## config.mk

```make
export PLATFORM = sky130hd
export DESIGN_NAME = mmio_responder_flat
export DESIGN_NICKNAME = d
export VERILOG_FILES = /design/src/rtl/mmio_responder_pkg.sv /design/src/rtl/mmio_responder_if.sv /design/src/rtl/mmio_responder_sync_fifo.sv /design/src/rtl/mmio_responder.sv /design/src/flat_wrapper.sv
export SDC_FILE = /design/constraint.sdc
export NUM_CORES = 1
export LEC_CHECK = 0
export ABC_AREA = 1
export CAP_MARGIN = 5
export CORE_MARGIN = 2
export CORE_UTILIZATION = 56
export DETAILED_ROUTE_END_ITERATION = 10
export PLACE_DENSITY_LB_ADDON = 0.1
export SLEW_MARGIN = 40
export SYNTH_ARGS = -nofsm -noshare
export SYNTH_HDL_FRONTEND = slang
export SYNTH_HIERARCHICAL = 1
export SYNTH_SLANG_ARGS = --single-unit
```

## constraint.sdc

```tcl
create_clock -name clk -period 4.1 [get_ports clk]
set_input_delay 0.82 -clock clk [delete_from_list [all_inputs] [get_ports clk]]
set_output_delay 0.82 -clock clk [all_outputs]
set_load 0.02 [all_outputs]
```

## src/rtl/mmio_responder_pkg.sv

```systemverilog
// Shared constants for the MMIO responder: register offsets and STATUS/CTRL bit positions.
package mmio_responder_pkg;

   typedef enum logic [1:0] {
      MMIO_OFF_TXDATA = 2'd0,
      MMIO_OFF_STATUS = 2'd1,
      MMIO_OFF_TIMER  = 2'd2,
      MMIO_OFF_CTRL   = 2'd3
   } mmioOff_e;

   localparam int STATUS_EMPTY_BIT = 0;
   localparam int STATUS_FULL_BIT  = 1;
   localparam int STATUS_OVF_BIT   = 2;
   localparam int STATUS_COUNT_LSB = 3;

   localparam int CTRL_CLR_OVF_BIT  = 0;
   localparam int CTRL_TIMER_EN_BIT = 1;

endpackage

```

## src/rtl/mmio_responder_if.sv

```systemverilog
// Data-memory port (en/we/addr/wr_data/data/hit) plus the TX valid/ready stream of the MMIO responder.
interface mmio_responder_if #(
   parameter int addr_width = 8,
   parameter int data_width = 16
);
   logic                  en;
   logic                  we;
   logic [addr_width-1:0] addr;
   logic [data_width-1:0] wr_data;
   logic [data_width-1:0] data;
   logic                  hit;
   logic                  tx_valid;
   logic [data_width-1:0] tx_data;
   logic                  tx_ready;

   modport slave (
      input  en, we, addr, wr_data, tx_ready,
      output data, hit, tx_valid, tx_data
   );

   modport master (
      output en, we, addr, wr_data, tx_ready,
      input  data, hit, tx_valid, tx_data
   );
endinterface

```

## src/rtl/mmio_responder_sync_fifo.sv

```systemverilog
// Synchronous FIFO with show-ahead head output; a push into a full FIFO succeeds only alongside a pop.
module sync_fifo #(
   parameter int width = 16,
   parameter int depth = 8
) (
   input  logic                     clk,
   input  logic                     rstn,
   input  logic                     push,
   input  logic                     pop,
   input  logic [width-1:0]         wdata,
   output logic [width-1:0]         rdata,
   output logic                     full,
   output logic                     empty,
   output logic [$clog2(depth):0]   count
);
   localparam int ptrW = $clog2(depth);

   logic [width-1:0] mem [depth];
   logic [ptrW-1:0]  wrPtr;
   logic [ptrW-1:0]  rdPtr;
   logic             doPush;
   logic             doPop;

   assign doPop  = pop & ~empty;
   assign doPush = push & (~full | doPop);

   // NOTE: storage is not reset; pointers and count define validity, and rdata is masked while empty.
   always_ff @(posedge clk) begin
      if (doPush) mem[wrPtr] <= wdata;
   end

   // NOTE: sequential state always uses non-blocking assignments so every register samples pre-edge values.
   always_ff @(posedge clk or negedge rstn) begin
      if (!rstn) begin
         wrPtr <= '0;
         rdPtr <= '0;
         count <= '0;
      end else begin
         if (doPush) wrPtr <= wrPtr + 1'b1;
         if (doPop)  rdPtr <= rdPtr + 1'b1;
         case ({doPush, doPop})
            2'b10:   count <= count + 1'b1;
            2'b01:   count <= count - 1'b1;
            default: ;
         endcase
      end
   end

   assign empty = (count == '0);
   assign full  = (count == ($clog2(depth) + 1)'(depth));
   assign rdata = empty ? '0 : mem[rdPtr];

endmodule

```

## src/rtl/mmio_responder.sv

```systemverilog
// Memory-mapped responder: TX FIFO, STATUS, TIMER and CTRL in a 4-word window at base_addr.
// Define MMIO_TIMER_EN to build the free-running timer and CTRL timer-enable bit.
module mmio_responder
   import mmio_responder_pkg::*;
#(
   parameter int                  addr_width = 8,
   parameter int                  data_width = 16,
   parameter logic [addr_width-1:0] base_addr = 8'hFC,
   parameter int                  fifo_depth = 8
) (
   input logic              clk,
   input logic              rstn,
   mmio_responder_if.slave  bus
);
   localparam int cntW = $clog2(fifo_depth) + 1;

   mmioOff_e              off;
   logic                  writeHit;
   logic                  pushReq;
   logic                  ctrlWrite;
   logic                  pop;
   logic                  fifoFull;
   logic                  fifoEmpty;
   logic [cntW-1:0]       fifoCount;
   logic                  ovf;
   logic [data_width-1:0] timer;
   logic                  timerEn;
   logic [data_width-1:0] rdWord;

   assign bus.hit   = (bus.addr[addr_width-1:2] == base_addr[addr_width-1:2]);
   assign off       = mmioOff_e'(bus.addr[1:0]);
   assign writeHit  = bus.we & bus.hit;
   assign pushReq   = writeHit & (off == MMIO_OFF_TXDATA);
   assign ctrlWrite = writeHit & (off == MMIO_OFF_CTRL);
   assign pop       = bus.tx_valid & bus.tx_ready;

   sync_fifo #(
      .width (data_width),
      .depth (fifo_depth)
   ) txFifo (
      .clk   (clk),
      .rstn  (rstn),
      .push  (pushReq),
      .pop   (pop),
      .wdata (bus.wr_data),
      .rdata (bus.tx_data),
      .full  (fifoFull),
      .empty (fifoEmpty),
      .count (fifoCount)
   );

   assign bus.tx_valid = ~fifoEmpty;

   // A push dropped on a full FIFO latches ovf until software clears it through CTRL.
   always_ff @(posedge clk or negedge rstn) begin
      if (!rstn) begin
         ovf <= 1'b0;
      end else if (pushReq & fifoFull & ~pop) begin
         ovf <= 1'b1;
      end else if (ctrlWrite & bus.wr_data[CTRL_CLR_OVF_BIT]) begin
         ovf <= 1'b0;
      end
   end

`ifdef MMIO_TIMER_EN
   always_ff @(posedge clk or negedge rstn) begin
      if (!rstn) begin
         timer   <= '0;
         timerEn <= 1'b0;
      end else begin
         if (writeHit & (off == MMIO_OFF_TIMER)) timer <= bus.wr_data;
         else if (timerEn)                      timer <= timer + 1'b1;
         if (ctrlWrite & bus.wr_data[CTRL_TIMER_EN_BIT]) timerEn <= 1'b1;
      end
   end
`else
   assign timer   = '0;
   assign timerEn = 1'b0;
`endif

   // NOTE: rdWord gets a default before the case so no path leaves it unassigned (no latch).
   always_comb begin
      rdWord = '0;
      case (off)
         MMIO_OFF_STATUS: begin
            rdWord[STATUS_COUNT_LSB +: cntW] = fifoCount;
            rdWord[STATUS_OVF_BIT]           = ovf;
            rdWord[STATUS_FULL_BIT]          = fifoFull;
            rdWord[STATUS_EMPTY_BIT]         = fifoEmpty;
         end
         MMIO_OFF_TIMER: rdWord = timer;
         MMIO_OFF_CTRL:  rdWord[CTRL_TIMER_EN_BIT] = timerEn;
         default: ;
      endcase
   end

   assign bus.data = (bus.en & bus.hit) ? rdWord : '0;

endmodule

```

## src/flat_wrapper.sv

```systemverilog
// flat-port wrapper written by rule: the top's interface ports become plain ports
module mmio_responder_flat import mmio_responder_pkg::*;
#(
   parameter int                  addr_width = 8,
   parameter int                  data_width = 16,
   parameter logic [addr_width-1:0] base_addr = 8'hFC,
   parameter int                  fifo_depth = 8
)
  (clk, rstn, bus_en, bus_we, bus_addr, bus_wr_data, bus_tx_ready, bus_data, bus_hit, bus_tx_valid, bus_tx_data);
  mmio_responder_if #(.addr_width(addr_width), .data_width(data_width)) bus_i ();
  input logic clk;
  input logic rstn;
  input wire logic [$bits(bus_i.en)-1:0] bus_en;
  input wire logic [$bits(bus_i.we)-1:0] bus_we;
  input wire logic [$bits(bus_i.addr)-1:0] bus_addr;
  input wire logic [$bits(bus_i.wr_data)-1:0] bus_wr_data;
  input wire logic [$bits(bus_i.tx_ready)-1:0] bus_tx_ready;
  output wire logic [$bits(bus_i.data)-1:0] bus_data;
  output wire logic [$bits(bus_i.hit)-1:0] bus_hit;
  output wire logic [$bits(bus_i.tx_valid)-1:0] bus_tx_valid;
  output wire logic [$bits(bus_i.tx_data)-1:0] bus_tx_data;
  assign bus_i.en = bus_en;
  assign bus_i.we = bus_we;
  assign bus_i.addr = bus_addr;
  assign bus_i.wr_data = bus_wr_data;
  assign bus_i.tx_ready = bus_tx_ready;
  assign bus_data = bus_i.data;
  assign bus_hit = bus_i.hit;
  assign bus_tx_valid = bus_i.tx_valid;
  assign bus_tx_data = bus_i.tx_data;
  mmio_responder #(.addr_width(addr_width), .data_width(data_width), .base_addr(base_addr), .fifo_depth(fifo_depth)) u_core (.clk(clk), .rstn(rstn), .bus(bus_i));
endmodule
```

==> flow_metrics.py, run 1 <==
metrics = {
    "floorplanning": {
        "io-pin-count": 63,
        "fp.dieW_um": 108,
        "floorplan.core_area_um2": 10400,
        "die_h_um": 108,
        "initial_utilization": 0.580,
        "placement_rows": 37,
        "floorplan.die_area_um2": 11600,
    },
    "drt": {
        "dr_total_vias": 3961,
        "wire_per_inst_um": 17.1,
        "drtPass1Iterations": 5,
        "drt_iter0_markers": 310,
        "route.detailed.vias_per_inst": 5.44,
        "routed_wirelength_um": 12500,
        "drt_drc_violations_left": 0,
        "drtAntennaViolNets": 0,
    },
    "worst_setup_path": {
        "timing.critical_path.max_delay_family": "buffers and inverters",
        "worst_r2r_startpoint": "u_core/txFifo/count[0]$_DFFE_PN0P_",
        "timing.reg2reg.setup_slack_ns": 1.34,
        "cp.arrival_ns": 2.65,
        "worst_setup_path_start_kind": "flip-flop",
        "cp_data_required_time_ns": 3.28,
        "critical_path_class": "flip-flop to primary output",
        "worstPathBufferInverterCount": 3,
        "cp.depth": 7,
        "timing.critical_path.from": "u_core/txFifo/rdPtr[0]$_DFFE_PN0N_",
        "critical_path_endpoint": "bus_tx_data[4]",
        "worst-r2r-cell-count": 9,
        "crit_path_max_incr_delay_ns": 0.64,
        "critical_path.reg2reg.endpoint": "u_core/txFifo/mem[1][12]$_DFFE_PP_",
        "cp-end-kind": "primary output",
        "path_max_fanout": 52,
        "cp_cell_sequence": "inv_1 > buf_4 > o21ai_0 > o21ai_1 > o21ai_0 > nor2_1 > clkdlybuf4s50_1",
        "critical-path-top-cell-by-count": "sky130_fd_sc_hd__o21ai_0",
        "critPathSlowestCell": "sky130_fd_sc_hd__clkdlybuf4s50_1",
    },
    "worst_hold_path": {
        "worst_min_path_class": "flip-flop to flip-flop",
    },
    "sta": {
        "timing_worst_slew_pin_value_ns": 0.696,
        "setup_viol": 0,
        "timing.fmax_mhz": 288,
        "unrepaired_setup_endpoints_after_global_routing": "false",
        "final.period_utilization": 0.846,
        "tns_ns": 0,
        "fin_worst_hold_slack_ns": 0.482,
        "timing.final.crit_period_ns": 3.47,
        "finalMaxSlewViolations": 0,
        "slew_headroom": 0.536,
        "hold_viol_final": 0,
        "skew_ns": 0.0107,
    },
    "clock_tree": {
        "clock_tree_from_tritoncts": "built",
        "clk_pin_slew_ns": 0.06,
        "max-clock-path-buffers": 2,
        "cts_resized": 0,
        "post_cts_buffers": 0,
        "clock-sinks": 139,
        "clk_latency_ns": 0.51,
        "cts_hold_fix_bufs": 0,
        "cts_made_buffers": 17,
        "cts_root_buf": "sky130_fd_sc_hd__clkbuf_8",
        "htree_levels": 4,
    },
    "outcome": {
        "outcome": "completed",
    },
    "cells_and_area": {
        "num-nets-final": 613,
        "area_delta_synth_final_pct": 20.1,
        "filler_instances": 760,
        "n_antenna_cell": 0,
        "post_layout_nonfiller_instances": 728,
        "drive_above_1_share": 0.117,
        "mostFrequentLayoutCells": "139 x sky130_fd_sc_hd__nor2_1, 128 x sky130_fd_sc_hd__edfxtp_1, 88 x sky130_fd_sc_hd__o21ai_0",
        "final_common_cell": "sky130_fd_sc_hd__nor2_1",
    },
    "pwr": {
        "p_int_w": 0.00309,
        "max-vdd-ir-drop_v": 0.000402,
        "share_comb_of_total_power": 0.367,
        "pwr-share-seq": 0.335,
        "switching_share": 0.364,
        "clkPwrFrac": 0.298,
        "leakage_power_nw": 2.54,
        "switching_power_w": 0.00177,
        "power.density_cell_area_nw_per_um2": 671,
    },
    "placement": {
        "numPortBuffers": 53,
        "placed_cells": 696,
        "detailed_place_hpwl_um": 7280,
        "place.gp.congestion": 0.814,
    },
    "synthesis": {
        "yosys_register_bits": 139,
        "ys_types": 35,
        "synth_area_um2": 6020,
        "postSynthAreaPerCell_um2": 11.6,
        "synth.yosys.seq_area_share": 0.684,
        "synthesis.yosys.warnings": 6,
        "post_synth_inst_count": 517,
    },
    "global_routing": {
        "grt_antenna_before_repair": 0,
        "grt_pass1_vias": 3988,
        "track_usage": 0.232,
        "grt_remaining_overflow": 0,
        "first_pass_grt_wire_length_um": 19800,
        "grt_start_max_net_pins": 53,
    },
    "run": {
        "max_cap_violations": 0,
    },
}
-- worst min-delay path by stage --
stage | startpoint | to | slack (ns) | depth (start not counted)
2_1_floorplan | u_core/ovf$_DFFE_PN0P_ | u_core/ovf$_DFFE_PN0P_ | 0.44 | 2
3_3_place_gp | u_core/ovf$_DFFE_PN0P_ | u_core/ovf$_DFFE_PN0P_ | 0.47 | 2
3_5_place_dp | u_core/ovf$_DFFE_PN0P_ | u_core/ovf$_DFFE_PN0P_ | 0.48 | 2
4_1_cts | u_core/ovf$_DFFE_PN0P_ | u_core/ovf$_DFFE_PN0P_ | 0.50 | 2
5_1_grt | u_core/ovf$_DFFE_PN0P_ | u_core/ovf$_DFFE_PN0P_ | 0.53 | 2
6_report | u_core/ovf$_DFFE_PN0P_ | u_core/ovf$_DFFE_PN0P_ | 0.48 | 2
-- layer usage --
layer | wire, um | part of all wire | GRT usage | vias up
met1 | 5240 | 0.42 | 0.294 | 1913
li1 | - | - | - | 1908
met4 | 119 | 0.0096 | 0.0897 | 0
met5 | 0 | 0 | 0 | -
met2 | 6480 | 0.52 | 0.398 | 129
met3 | 621 | 0.050 | 0.0424 | 11
-- Yosys cell counts --
cell | n | share of area
sky130_fd_sc_hd__inv_1 | 19 | 0.012
sky130_fd_sc_hd__inv_2 | 1 | 0.00062
sky130_fd_sc_hd__nor3_1 | 7 | 0.0058
sky130_fd_sc_hd__a21oi_2 | 1 | 0.0015
sky130_fd_sc_hd__edfxtp_1 | 128 | 0.64
sky130_fd_sc_hd__o21ai_1 | 25 | 0.021
sky130_fd_sc_hd__buf_6 | 7 | 0.013
sky130_fd_sc_hd__ha_1 | 4 | 0.0083
sky130_fd_sc_hd__o21ai_0 | 88 | 0.073
sky130_fd_sc_hd__fa_1 | 1 | 0.0033
sky130_fd_sc_hd__or2_2 | 1 | 0.0010
sky130_fd_sc_hd__nand2_4 | 2 | 0.0037
sky130_fd_sc_hd__buf_2 | 8 | 0.0067
sky130_fd_sc_hd__xor2_1 | 4 | 0.0058
sky130_fd_sc_hd__nor2_1 | 139 | 0.087
sky130_fd_sc_hd__nand2_8 | 1 | 0.0033
sky130_fd_sc_hd__nand3_1 | 6 | 0.0050
sky130_fd_sc_hd__nand2_2 | 3 | 0.0031
sky130_fd_sc_hd__clkinv_2 | 1 | 0.00083
sky130_fd_sc_hd__nor2_2 | 3 | 0.0031
sky130_fd_sc_hd__nor2_4 | 1 | 0.0019
sky130_fd_sc_hd__buf_1 | 1 | 0.00062
sky130_fd_sc_hd__nor3b_1 | 5 | 0.0062
sky130_fd_sc_hd__nand4_1 | 2 | 0.0021
sky130_fd_sc_hd__nand3_2 | 2 | 0.0033
sky130_fd_sc_hd__clkbuf_2 | 3 | 0.0025
sky130_fd_sc_hd__clkbuf_1 | 2 | 0.0012
sky130_fd_sc_hd__a21oi_1 | 1 | 0.00083
sky130_fd_sc_hd__conb_1 | 1 | 0.00062
sky130_fd_sc_hd__nand2_1 | 22 | 0.014
sky130_fd_sc_hd__nand3b_1 | 1 | 0.0012
sky130_fd_sc_hd__nand3_4 | 2 | 0.0058
sky130_fd_sc_hd__xnor2_1 | 1 | 0.0015
sky130_fd_sc_hd__dfrtp_1 | 11 | 0.046
sky130_fd_sc_hd__buf_4 | 13 | 0.016
-- worst register-to-register path, cell delays in order, from the launching register on --
cell and delay (ns):
sky130_fd_sc_hd__dfrtp_1 0.44, sky130_fd_sc_hd__nor2_2 0.08, sky130_fd_sc_hd__nand2_4 0.26, sky130_fd_sc_hd__inv_1 0.10
sky130_fd_sc_hd__nor2_1 0.40, sky130_fd_sc_hd__nand2_8 0.12, sky130_fd_sc_hd__nand2_2 0.15, sky130_fd_sc_hd__nand2_4 0.10
sky130_fd_sc_hd__nor3_2 0.46, sky130_fd_sc_hd__buf_4 0.34
-- flip-flops by register name, indices dropped and copies added, names as in the netlist --
signal / flops
u_core/ovf: 1
u_core/txFifo/count: 4
u_core/txFifo/mem: 128
u_core/txFifo/rdPtr: 3
u_core/txFifo/wrPtr: 3
-- kinds of logic (layout without fill, tap and decap cells) --
group / after synthesis / in the layout / synth area share
buf+inv: 55 / 122 / 0.0536
fa+ha+maj: 5 / 5 / 0.0116
flops: 139 / 139 / 0.684
xor+xnor: 5 / 5 / 0.00728
simple gates: 197 / 197 / 0.146
compound gates: 115 / 115 / 0.0963
other cells: 1 / 9 / 0.000623
-- power groups by stage --
stage	logic (W)	clock network [W]	registers [W]
after floorplan	0.00125	0	0.00165
after global placement	0.00174	0	0.00165
after detailed placement	0.00177	0	0.00165
after CTS	0.00179	0.00146	0.00163
after global routing	0.00198	0.00153	0.00163
final	0.00178	0.00145	0.00162
-- through the flow --
step | worst slack (ns) | power, W | instance area (um^2) | util
after floorplan | 0.985 | 0.00290 | 6050 | -
after global routing | 0.431 | 0.00514 | 7230 | 0.697
final | 0.633 | 0.00485 | 7230 | 0.697
after detailed placement | 0.769 | 0.00342 | 6660 | 0.642
after CTS | 0.607 | 0.00488 | 7230 | 0.697
after global placement | 0.856 | 0.00339 | 6660 | 0.642
-- final cells by class --
type	instances	area, um^2	area share
Clock inverter	15	154	0.0213
Clock buffer	17	414	0.0573
Inverter	21	80.1	0.0111
Timing Repair Buffer	69	663	0.0918
Sequential cell	139	4120	0.570
Multi-Input combinational cell	331	1630	0.225
Tap cell	136	170	0.0235
(Power assumes the default switching activity.)
==> run 2, diff against run 1 <==
clock period = 3.3 ns   (was 4.1 ns; I/O delays follow)
==> run 2 against run 1 <==
Net effect:
- utilization shrank 0.072 points
- first-iteration DRC count decreased by 16%
- highest routed layer unchanged
- cell count up 0.27%
- critical path depth rose by 1
- clock power grew 17%
- largest power group unchanged
==> flow_metrics.py, run 2 (same netlist as run 1, synthesis figures left out) <==
metrics = {
    "outcome": {
        "outcome": "completed",
    },
    "sta": {
        "final.period_utilization": 0.942,
        "timing.final.crit_period_ns": 3.11,
        "unrepaired_setup_endpoints_after_global_routing": "false",
        "timing.fmax_mhz": 322,
        "setup_viol": 0,
        "skew_ns": 0.00846,
        "slew_headroom": 0.535,
        "hold_viol_final": 0,
        "timing_worst_slew_pin_value_ns": 0.697,
        "tns_ns": 0,
        "finalMaxSlewViolations": 0,
    },
    "cells_and_area": {
        "flip_flop_count_of_the_largest_register_after_layout": 128,
        "post_layout_nonfiller_instances": 730,
        "mostFrequentLayoutCells": "139 x sky130_fd_sc_hd__nor2_1, 128 x sky130_fd_sc_hd__edfxtp_1, 88 x sky130_fd_sc_hd__o21ai_0",
        "final_common_cell": "sky130_fd_sc_hd__nor2_1",
        "top_register": "u_core/txFifo/mem",
        "n_antenna_cell": 0,
        "drive_above_1_share": 0.121,
        "area_delta_synth_final_pct": 20.0,
        "num-nets-final": 615,
        "biggestRegsByFlops": "u_core/txFifo/mem: 128 flops, u_core/txFifo/count: 4 flops",
    },
    "worst_setup_path": {
        "worst-r2r-cell-count": 14,
        "worst_setup_path_start_kind": "flip-flop",
        "cp.arrival_ns": 2.45,
        "path_max_fanout": 21,
        "cp_data_required_time_ns": 2.64,
        "critical_path_class": "flip-flop to primary output",
        "timing.reg2reg.setup_slack_ns": 0.76,
        "cp-end-kind": "primary output",
        "worst_r2r_startpoint": "u_core/txFifo/count[0]$_DFFE_PN0P_",
        "critical_path.reg2reg.endpoint": "u_core/txFifo/count[3]$_DFFE_PN0P_",
    },
    "placement": {
        "detailed_place_hpwl_um": 7220,
        "place.gp.congestion": 0.826,
        "placed_cells": 698,
        "numPortBuffers": 53,
    },
    "pwr": {
        "leakage_power_nw": 2.55,
        "power.density_cell_area_nw_per_um2": 825,
        "max-vdd-ir-drop_v": 0.000584,
    },
    "floorplanning": {
        "floorplan.die_area_um2": 11600,
        "die_h_um": 108,
        "placement_rows": 37,
        "floorplan.core_area_um2": 10400,
        "initial_utilization": 0.580,
        "fp.dieW_um": 108,
        "io-pin-count": 63,
    },
    "drt": {
        "wire_per_inst_um": 16.8,
        "route.detailed.vias_per_inst": 5.45,
        "drtAntennaViolNets": 0,
        "drt_iter0_markers": 260,
        "routed_wirelength_um": 12200,
        "dr_total_vias": 3982,
        "drtPass1Iterations": 4,
        "drt_drc_violations_left": 0,
    },
    "clock_tree": {
        "cts_root_buf": "sky130_fd_sc_hd__clkbuf_8",
        "htree_levels": 4,
        "cts_hold_fix_bufs": 0,
        "cts_made_buffers": 17,
        "clock-sinks": 139,
        "max-clock-path-buffers": 2,
        "cts_resized": 1,
        "clk_pin_slew_ns": 0.06,
        "post_cts_buffers": 0,
        "clk_latency_ns": 0.51,
        "clock_tree_from_tritoncts": "built",
    },
    "worst_hold_path": {
        "timing.hold.worst_path_depth": 2,
        "hold_start": "u_core/ovf$_DFFE_PN0P_",
        "worst_min_path_class": "flip-flop to flip-flop",
        "destination_of_the_worst_hold_path": "u_core/ovf$_DFFE_PN0P_",
    },
    "global_routing": {
        "grt_pass1_vias": 3863,
        "grt_remaining_overflow": 0,
        "grt_antenna_before_repair": 0,
        "track_usage": 0.226,
        "first_pass_grt_wire_length_um": 19400,
        "grt_start_max_net_pins": 45,
    },
    "run": {
        "max_cap_violations": 0,
    },
}
## run 2: worst max path at each step
| stage | slack, ns | from | end | depth (start not counted) |
|---|---|---|---|---|
| floorplan | 0.29 | u_core/txFifo/count[0]$_DFFE_PN0P_ | u_core/txFifo/mem[7][0]$_DFFE_PP_ | 9 |
| global placement | 0.38 | bus_addr[3] | bus_data[4] | 6 |
| detailed placement | 0.28 | bus_addr[5] | bus_data[6] | 6 |
| CTS | 0.05 | u_core/txFifo/rdPtr[0]$_DFFE_PN0N_ | bus_tx_data[4] | 8 |
| global route | 0.003 | u_core/txFifo/rdPtr[1]$_DFFE_PN0N_ | bus_tx_data[12] | 6 |
| finish | 0.19 | u_core/txFifo/rdPtr[0]$_DFFE_PN0N_ | bus_tx_data[10] | 8 |
## run 2: routing by layer
metal	GRT usage	wire, um
met5	0	0
met3	0.0466	683
met2	0.357	6100
met4	0.0778	163
met1	0.316	5290
## run 2: worst max-delay path, cell delays in order (launching register included)
cell and delay (ns):
sky130_fd_sc_hd__dfrtp_1 0.40, sky130_fd_sc_hd__buf_4 0.27, sky130_fd_sc_hd__nor2_1 0.09, sky130_fd_sc_hd__nor2_1 0.11
sky130_fd_sc_hd__o21ai_0 0.11, sky130_fd_sc_hd__o21ai_1 0.11, sky130_fd_sc_hd__o21ai_0 0.12, sky130_fd_sc_hd__nor2_1 0.12
sky130_fd_sc_hd__clkdlybuf4s50_1 0.61
## run 2: where the power goes
part / leakage, nW / switching, W / internal, W
registers: 1.28 / 0.0000533 / 0.00197
logic: 1.01 / 0.00138 / 0.000849
clock network: 0.264 / 0.000752 / 0.000948
total: 2.55 / 0.00219 / 0.00377
## run 2: cell type report
type,instances,area [um^2]
clock buffers,17,414
inverters,21,80.1
fillers,758,3150
clock inverters,15,130
flip-flops and latches,139,4120
multi-input cells,331,1630
well taps,136,170
repair buffers,71,679
## run 2: per-stage QoR
stage / instance area [um^2] / power, W / worst slack (ns) / hold slack, ns / util
floorplan: 6050 / 0.00360 / 0.291 / 0.364 / -
global placement: 6660 / 0.00419 / 0.380 / 0.475 / 0.642
detailed placement: 6660 / 0.00426 / 0.285 / 0.481 / 0.642
CTS: 7210 / 0.00597 / 0.0543 / 0.496 / 0.695
global route: 7220 / 0.00630 / 0.00337 / 0.521 / 0.696
finish: 7220 / 0.00595 / 0.192 / 0.482 / 0.696
